==> src/rtl/spi_cmd_sequencer_if.sv <==
// SPI host pins plus the toggle-qualified write/start handoff toward the system clock domain.
interface spi_cmd_sequencer_if #(
  parameter int ADDR_W = 4,
  parameter int ELEM_W = 16
);
  logic              cs_n;
  logic              mosi;
  logic              miso;
  logic              busy;
  logic              wr_tgl;
  logic              wr_sel;
  logic [ADDR_W-1:0] wr_addr;
  logic [ELEM_W-1:0] wr_data;
  logic              start_tgl;

  modport master (
    output cs_n, mosi, busy,
    input  miso, wr_tgl, wr_sel, wr_addr, wr_data, start_tgl
  );

  modport slave (
    input  cs_n, mosi, busy,
    output miso, wr_tgl, wr_sel, wr_addr, wr_data, start_tgl
  );
endinterface

==> src/rtl/spi_cmd_sequencer.sv <==
// SCLK-domain SPI command decoder: loads A/B matrix elements, issues START and serves a status byte.
// Frame-local state is cleared asynchronously by cs_n high; published outputs and flags survive frames.
module spi_cmd_sequencer #(
  parameter int ELEM_W = 16,
  parameter int N_ELEM = 16,
  parameter int ADDR_W = 4
) (
  input logic                 sclk,
  input logic                 rst_n,
  spi_cmd_sequencer_if.slave  bus
);
  localparam logic [ADDR_W:0] LAST_ELEM = (ADDR_W+1)'(N_ELEM - 1);
  localparam logic [ADDR_W:0] FULL_ELEM = (ADDR_W+1)'(N_ELEM);

  typedef enum logic [1:0] {ST_CMD, ST_LOAD, ST_STAT, ST_IGNORE} state_t;

  state_t            state, next_state;
  logic              frame_clr;
  logic [2:0]        bit_cnt;
  logic [6:0]        rx_shift;
  logic [7:0]        rx_byte;
  logic              byte_done;
  logic              byte_idx;
  logic [ADDR_W:0]   elem_idx;
  logic [7:0]        low_byte;
  logic              load_sel;
  logic              load_complete;
  logic [7:0]        stat_byte;
  logic [3:0]        stat_cnt;
  logic              miso_q;

  logic              busy_meta, busy_sync;
  logic              err, a_done, b_done;
  logic              wr_tgl_q, wr_sel_q, start_tgl_q;
  logic [ADDR_W-1:0] wr_addr_q;
  logic [ELEM_W-1:0] wr_data_q;

  logic pub_elem, set_err, clr_err, start_flip, snap;
  logic clr_a, clr_b, set_a, set_b;

  assign frame_clr = ~rst_n | bus.cs_n;
  assign byte_done = (bit_cnt == 3'd7);
  assign rx_byte   = {rx_shift, bus.mosi};

  always_comb begin
    next_state = state;
    pub_elem   = 1'b0;
    set_err    = 1'b0;
    clr_err    = 1'b0;
    start_flip = 1'b0;
    snap       = 1'b0;
    clr_a      = 1'b0;
    clr_b      = 1'b0;
    set_a      = 1'b0;
    set_b      = 1'b0;
    if (byte_done) begin
      case (state)
        ST_CMD: begin
          case (rx_byte)
            8'h10: begin next_state = ST_LOAD; clr_a = 1'b1; end
            8'h20: begin next_state = ST_LOAD; clr_b = 1'b1; end
            8'h30: begin
              next_state = ST_IGNORE;
              if (busy_sync) set_err = 1'b1;
              else           start_flip = 1'b1;
            end
            8'h40: begin next_state = ST_STAT; snap = 1'b1; clr_err = 1'b1; end
            default: begin next_state = ST_IGNORE; set_err = 1'b1; end
          endcase
        end
        ST_LOAD: begin
          if (byte_idx) begin
            pub_elem = 1'b1;
            if (elem_idx == LAST_ELEM) begin
              next_state = ST_IGNORE;
              set_a      = ~load_sel;
              set_b      = load_sel;
            end
          end
        end
        ST_STAT:   ;
        ST_IGNORE: set_err = load_complete;
        default:   next_state = ST_CMD;
      endcase
    end
  end

  always_ff @(posedge sclk or posedge frame_clr) begin
    if (frame_clr) begin
      state         <= ST_CMD;
      bit_cnt       <= '0;
      rx_shift      <= '0;
      byte_idx      <= 1'b0;
      elem_idx      <= '0;
      low_byte      <= '0;
      load_sel      <= 1'b0;
      load_complete <= 1'b0;
      stat_byte     <= '0;
    end else begin
      state    <= next_state;
      bit_cnt  <= bit_cnt + 3'd1;
      rx_shift <= {rx_shift[5:0], bus.mosi};
      if (byte_done && state == ST_CMD)
        load_sel <= (rx_byte == 8'h20);
      if (byte_done && state == ST_LOAD) begin
        byte_idx <= ~byte_idx;
        if (!byte_idx) low_byte <= rx_byte;
      end
      if (pub_elem && elem_idx != FULL_ELEM)
        elem_idx <= elem_idx + 1'b1;
      if (set_a || set_b)
        load_complete <= 1'b1;
      if (snap)
        stat_byte <= {busy_sync, err, a_done, b_done, 4'b0000};
    end
  end

  // Status bits leave on falling edges so the host samples each one on its next rising edge.
  always_ff @(negedge sclk or posedge frame_clr) begin
    if (frame_clr) begin
      miso_q   <= 1'b0;
      stat_cnt <= '0;
    end else if (state == ST_STAT && stat_cnt != 4'd8) begin
      miso_q   <= stat_byte[~stat_cnt[2:0]];
      stat_cnt <= stat_cnt + 4'd1;
    end else begin
      miso_q <= 1'b0;
    end
  end

  always_ff @(posedge sclk or negedge rst_n) begin
    if (!rst_n) begin
      busy_meta   <= 1'b0;
      busy_sync   <= 1'b0;
      err         <= 1'b0;
      a_done      <= 1'b0;
      b_done      <= 1'b0;
      wr_tgl_q    <= 1'b0;
      wr_sel_q    <= 1'b0;
      wr_addr_q   <= '0;
      wr_data_q   <= '0;
      start_tgl_q <= 1'b0;
    end else begin
      busy_meta <= bus.busy;
      busy_sync <= busy_meta;
      if (clr_err)      err <= 1'b0;
      else if (set_err) err <= 1'b1;
      if (clr_a)        a_done <= 1'b0;
      else if (set_a)   a_done <= 1'b1;
      if (clr_b)        b_done <= 1'b0;
      else if (set_b)   b_done <= 1'b1;
      if (pub_elem) begin
        wr_data_q <= {rx_byte, low_byte};
        wr_addr_q <= elem_idx[ADDR_W-1:0];
        wr_sel_q  <= load_sel;
        wr_tgl_q  <= ~wr_tgl_q;
      end
      if (start_flip) start_tgl_q <= ~start_tgl_q;
    end
  end

  assign bus.miso      = miso_q;
  assign bus.wr_tgl    = wr_tgl_q;
  assign bus.wr_sel    = wr_sel_q;
  assign bus.wr_addr   = wr_addr_q;
  assign bus.wr_data   = wr_data_q;
  assign bus.start_tgl = start_tgl_q;
endmodule

==> src/flat_wrapper.sv <==
// flat-port wrapper written by rule: the top's interface ports become plain ports
module spi_cmd_sequencer_flat 
#(
  parameter int ELEM_W = 16,
  parameter int N_ELEM = 16,
  parameter int ADDR_W = 4
)
  (sclk, rst_n, bus_cs_n, bus_mosi, bus_busy, bus_miso, bus_wr_tgl, bus_wr_sel, bus_wr_addr, bus_wr_data, bus_start_tgl);
  spi_cmd_sequencer_if #(.ADDR_W(ADDR_W), .ELEM_W(ELEM_W)) bus_i ();
  input logic sclk;
  input logic rst_n;
  input wire logic [$bits(bus_i.cs_n)-1:0] bus_cs_n;
  input wire logic [$bits(bus_i.mosi)-1:0] bus_mosi;
  input wire logic [$bits(bus_i.busy)-1:0] bus_busy;
  output wire logic [$bits(bus_i.miso)-1:0] bus_miso;
  output wire logic [$bits(bus_i.wr_tgl)-1:0] bus_wr_tgl;
  output wire logic [$bits(bus_i.wr_sel)-1:0] bus_wr_sel;
  output wire logic [$bits(bus_i.wr_addr)-1:0] bus_wr_addr;
  output wire logic [$bits(bus_i.wr_data)-1:0] bus_wr_data;
  output wire logic [$bits(bus_i.start_tgl)-1:0] bus_start_tgl;
  assign bus_i.cs_n = bus_cs_n;
  assign bus_i.mosi = bus_mosi;
  assign bus_i.busy = bus_busy;
  assign bus_miso = bus_i.miso;
  assign bus_wr_tgl = bus_i.wr_tgl;
  assign bus_wr_sel = bus_i.wr_sel;
  assign bus_wr_addr = bus_i.wr_addr;
  assign bus_wr_data = bus_i.wr_data;
  assign bus_start_tgl = bus_i.start_tgl;
  spi_cmd_sequencer #(.ELEM_W(ELEM_W), .N_ELEM(N_ELEM), .ADDR_W(ADDR_W)) u_core (.sclk(sclk), .rst_n(rst_n), .bus(bus_i));
endmodule
==> config.mk <==
export PLATFORM = sky130hd
export DESIGN_NAME = spi_cmd_sequencer_flat
export DESIGN_NICKNAME = d
export VERILOG_FILES = /design/src/rtl/spi_cmd_sequencer_if.sv /design/src/rtl/spi_cmd_sequencer.sv /design/src/flat_wrapper.sv
export SDC_FILE = /design/constraint.sdc
export NUM_CORES = 1
export LEC_CHECK = 0
export BUFFER_PORTS_ARGS = -buffer_cell sky130_fd_sc_hd__buf_2
export CAP_MARGIN = 15
export CORE_ASPECT_RATIO = 2
export CORE_MARGIN = 1
export CORE_UTILIZATION = 46
export CTS_CLUSTER_SIZE = 16
export DETAILED_ROUTE_END_ITERATION = 10
export MAX_ROUTING_LAYER = met4
export PLACE_DENSITY_LB_ADDON = 0.1
export RECOVER_POWER = 50
export SYNTH_ARGS = -nofsm -noshare
export SYNTH_HDL_FRONTEND = slang
export SYNTH_SLANG_ARGS = --single-unit
==> constraint.sdc <==
create_clock -name sclk -period 2.9 [get_ports sclk]
set_clock_uncertainty 0.05 [all_clocks]
set_input_delay 0.145 -clock sclk [delete_from_list [all_inputs] [get_ports sclk]]
set_output_delay 0.145 -clock sclk [all_outputs]
set_load 0.005 [all_outputs]
==> implementation parameters <==
Parameter                              Value

STA
  Sum Neg Setup Slack ... 0 ns
  Total of endpoints with negative setup slack in the final report ... 0
  Max-slew violations ... 62
  Max transition margin ... -16.02%
  Actual transition at the worst max-transition pin ... 1.740 ns
  Final-report hold violation count ... 0
  RSZ-0062 raised after global routing ... no

Synthesis
  Total number of yosys warnings ... 0
  Syn Area/Cell ... 11.60 um^2
  Sequential area share after synthesis ... 60.98%
  Post-synthesis cell area ... 2668 um^2
  Count of flip-flops with a built-in enable after synthesis ... 0
  Synthesized instance count ... 230
  FFs w/ async S/R, synth ... 100.0%
  Top FF cell, synth ... sky130_fd_sc_hd__dfrtp_1
  Count of distinct cell types in the synthesized netlist ... 34
  Commonest cells in the synthesized netlist ... 64 x sky130_fd_sc_hd__nand2_1, 60 x sky130_fd_sc_hd__dfrtp_1, 14 x sky130_fd_sc_hd__mux2_2
  Top cells by area in the synthesized netlist ... sky130_fd_sc_hd__dfrtp_1 56%, sky130_fd_sc_hd__nand2_1 9.0%, sky130_fd_sc_hd__mux2_2 5.9%, sky130_fd_sc_hd__ha_1 5.2%, sky130_fd_sc_hd__dfrtn_1 4.7%
  Synthesized Nets ... 246
  Seq cells post-synth ... 65
  Share of Yosys cell area claimed by the top area cell type ... a little under three fifths
  Synth area leader ... sky130_fd_sc_hd__dfrtp_1
  Most frequent cell after synthesis ... sky130_fd_sc_hd__nand2_1

CTS
  Number of buffers on the longest clock path ... 2
  Inserted Clock Buffers ... 9
  CTS H-Tree Depth ... 3
  TritonCTS sink count ... 65
  CTS tree ... built
  Cell at the root of the clock tree ... sky130_fd_sc_hd__clkbuf_8
  Clock-pin slew of the registers on the worst-case setup and hold paths ... 0.07 ns
  Worst-Skew Late Latency ... 0.35 ns
  Setup bufs post-CTS ... 0

Global route
  Number of global-route vias before repair ... 1932
  Overall Global Routing Usage ... about a fifth
  Number of antenna violations at the first check in global routing ... 0
  Largest net degree at the start of global routing ... 33
  Global-route wire length before repair ... 9156 um
  Total congestion overflow ... 0

Setup path
  Setup Crit Path Kind ... flop to flop
  CP Max Fanout ... 3
  Critical path required time ... 1.58 ns
  Data arrival at the endpoint of the critical path ... 1.47 ns
  FF-to-FF Start ... u_core.state[0]
  Startpoint type of the worst setup path ... flop
  Critical path launch point ... u_core.state[0]
  Crit end category ... flop

Power
  Reported leakage power ... 1.653 nW
  Worst VDD drop ... roughly 0.54 mV
  PwrDens ... 609.6 nW/um^2

Placed design
  Instance area after placement ... between 2000 and 3000 um^2
  Placed cell count ... 316
  Post-detail-place hpwl ... 3852 um
  Last weighted congestion value of the routability-driven placer ... 0.7942
  IO buf count ... 28

Die
  Overall die width ... roughly 56 um
  Effective utilization at floorplan ... 48.37%
  Number of rows created at floorplan ... 38
  Chip height ... 109.7 um
  Number of primary I/O pins ... 29
  CORE AREA ... 5515 um^2
  Die Footprint ... 6126 um^2

Final layout
  Area growth, synth to finish ... 16.56%
  Fraction of final layout cells with drive strength greater than 1 ... 20.07%
  Ant diodes ... 0
  Net total in the final layout ... 286
  Finished layout cell area ... slightly above 3000 um^2
  Filler-free cell count of the finished design ... 334

Routing
  Starting DRT DRC Count ... 55
  Length of the first detailed-routing pass in iterations ... 4
  Number of routed nets with antenna violations ... 0
  Per-cell routed wire length ... 16.15 um
  Vias after detailed routing ... 1767
  Ratio of routed vias to standard cells ... 5.290
  Routed wire length ... 5395 um
  DRC viols ... 0

Hold path
  Hold Startpoint ... u_core.busy_meta
  Worst min-delay path class ... flop to flop

Run status
  Violated checks ... max-capacitance violations, max-slew violations
  Run status ... finished, violations left

Job
  Count of max-cap constraint violations ... 2
worst max-delay path: stages, from the launching register on:
cell	delay, ns
sky130_fd_sc_hd__dfrtp_1	0.38
sky130_fd_sc_hd__inv_1	0.09
sky130_fd_sc_hd__ha_1	0.22
sky130_fd_sc_hd__o21ai_2	0.08
sky130_fd_sc_hd__mux2_2	0.35
registers in the layout (all words and copies together), names as in the netlist, 2 cells and up:
name and flops:
u_core.stat_cnt 4, u_core.bit_cnt 3, u_core.rx_shift 7, u_core.stat_byte 4, u_core.state 2, u_core.low_byte 8, u_core.bus.wr_data 16, u_core.elem_idx 5
u_core.bus.wr_addr 4
layout by cell type (no fill, tap or decap), types with 5 or more instances in the layout:
| cell type | n |
|---|---|
| sky130_fd_sc_hd__clkbuf_8 | 11 |
| sky130_fd_sc_hd__ha_1 | 11 |
| sky130_fd_sc_hd__dfrtn_1 | 5 |
| sky130_fd_sc_hd__xnor2_1 | 7 |
| sky130_fd_sc_hd__mux2_2 | 14 |
| sky130_fd_sc_hd__o21ai_0 | 5 |
| sky130_fd_sc_hd__clkbuf_1 | 14 |
| sky130_fd_sc_hd__dfrtp_1 | 60 |
| sky130_fd_sc_hd__nand2_1 | 64 |
| sky130_fd_sc_hd__inv_1 | 10 |
| sky130_fd_sc_hd__buf_2 | 17 |
kinds of logic (layout without fill, tap and decap cells):
kind of cell,Yosys count,count (layout),share of synthesized area [%]
flops,65,65,60.98
xor+xnor,8,8,2.627
mux,17,17,7.505
fa+ha+maj,11,11,5.159
buf+inv,17,61,2.392
compound gates,19,19,4.643
simple gates,93,93,16.70
repair_timing:
item / in CTS / in global routing
hold buffers: 3 / 0
endpoints found under the hold margin: 30 / 0
setup endpoints to repair: 0 / 1
gates resized for setup: 0 / 2
worst paths after layout:
path / to / slack (ns) / cells after the start
worst max-delay path: u_core.stat_cnt[1] / 0.11 / 4
max in group asynchronous: u_core.low_byte[7] / 0.59 / 4
worst min register to register: u_core.busy_sync / 0.32 / 0
worst min-delay path: u_core.busy_sync / 0.32 / 0
min in group asynchronous: u_core.elem_idx[1] / 0.61 / 3
worst max register to register: u_core.stat_cnt[1] / 0.11 / 4
per-stage QoR:
| stage | utilization (%) | hold WS (ns) | power, mW | setup slack [ns] |
|---|---|---|---|---|
| 2_1_floorplan | - | -0.2006 | 1.090 | 0.1013 |
| 3_3_place_gp | 52.61 | 0.1728 | 1.137 | 0.1123 |
| 3_5_place_dp | 52.61 | 0.1798 | 1.141 | 0.05645 |
| 4_1_cts | 56.69 | 0.1200 | 1.917 | 0.03022 |
| 5_1_grt | 56.37 | 0.3312 | 1.970 | 0.06778 |
| 6_report | 56.37 | 0.3150 | 1.896 | 0.1126 |
where the power goes:
| group | leakage [nW] | switching, mW | internal [mW] |
|---|---|---|---|
| sequential | 0.855 | 0.0555 | 0.948 |
| clock | 0.102 | 0.335 | 0.436 |
| combinational | 0.695 | 0.0604 | 0.0604 |
area by class of cell:
type | count | area [um^2]
clock inverters | 3 | 40.04
clock buffers | 12 | 155.1
multi-input cells | 148 | 988.4
flip-flops and latches | 65 | 1627
repair buffers | 36 | 186.4
inverters | 10 | 37.54
fillers | 511 | 2406
well taps | 60 | 75.07
metal layers:
layer	wire [um]	up-vias	GRT usage [%]
met5	0	-	-
met4	184	0	14.29
met3	100	11	3.176
met2	2973	22	36.66
met1	2136	882	21.41
li1	-	852	-
No activity file was read; power rests on OpenSTA's default activity.
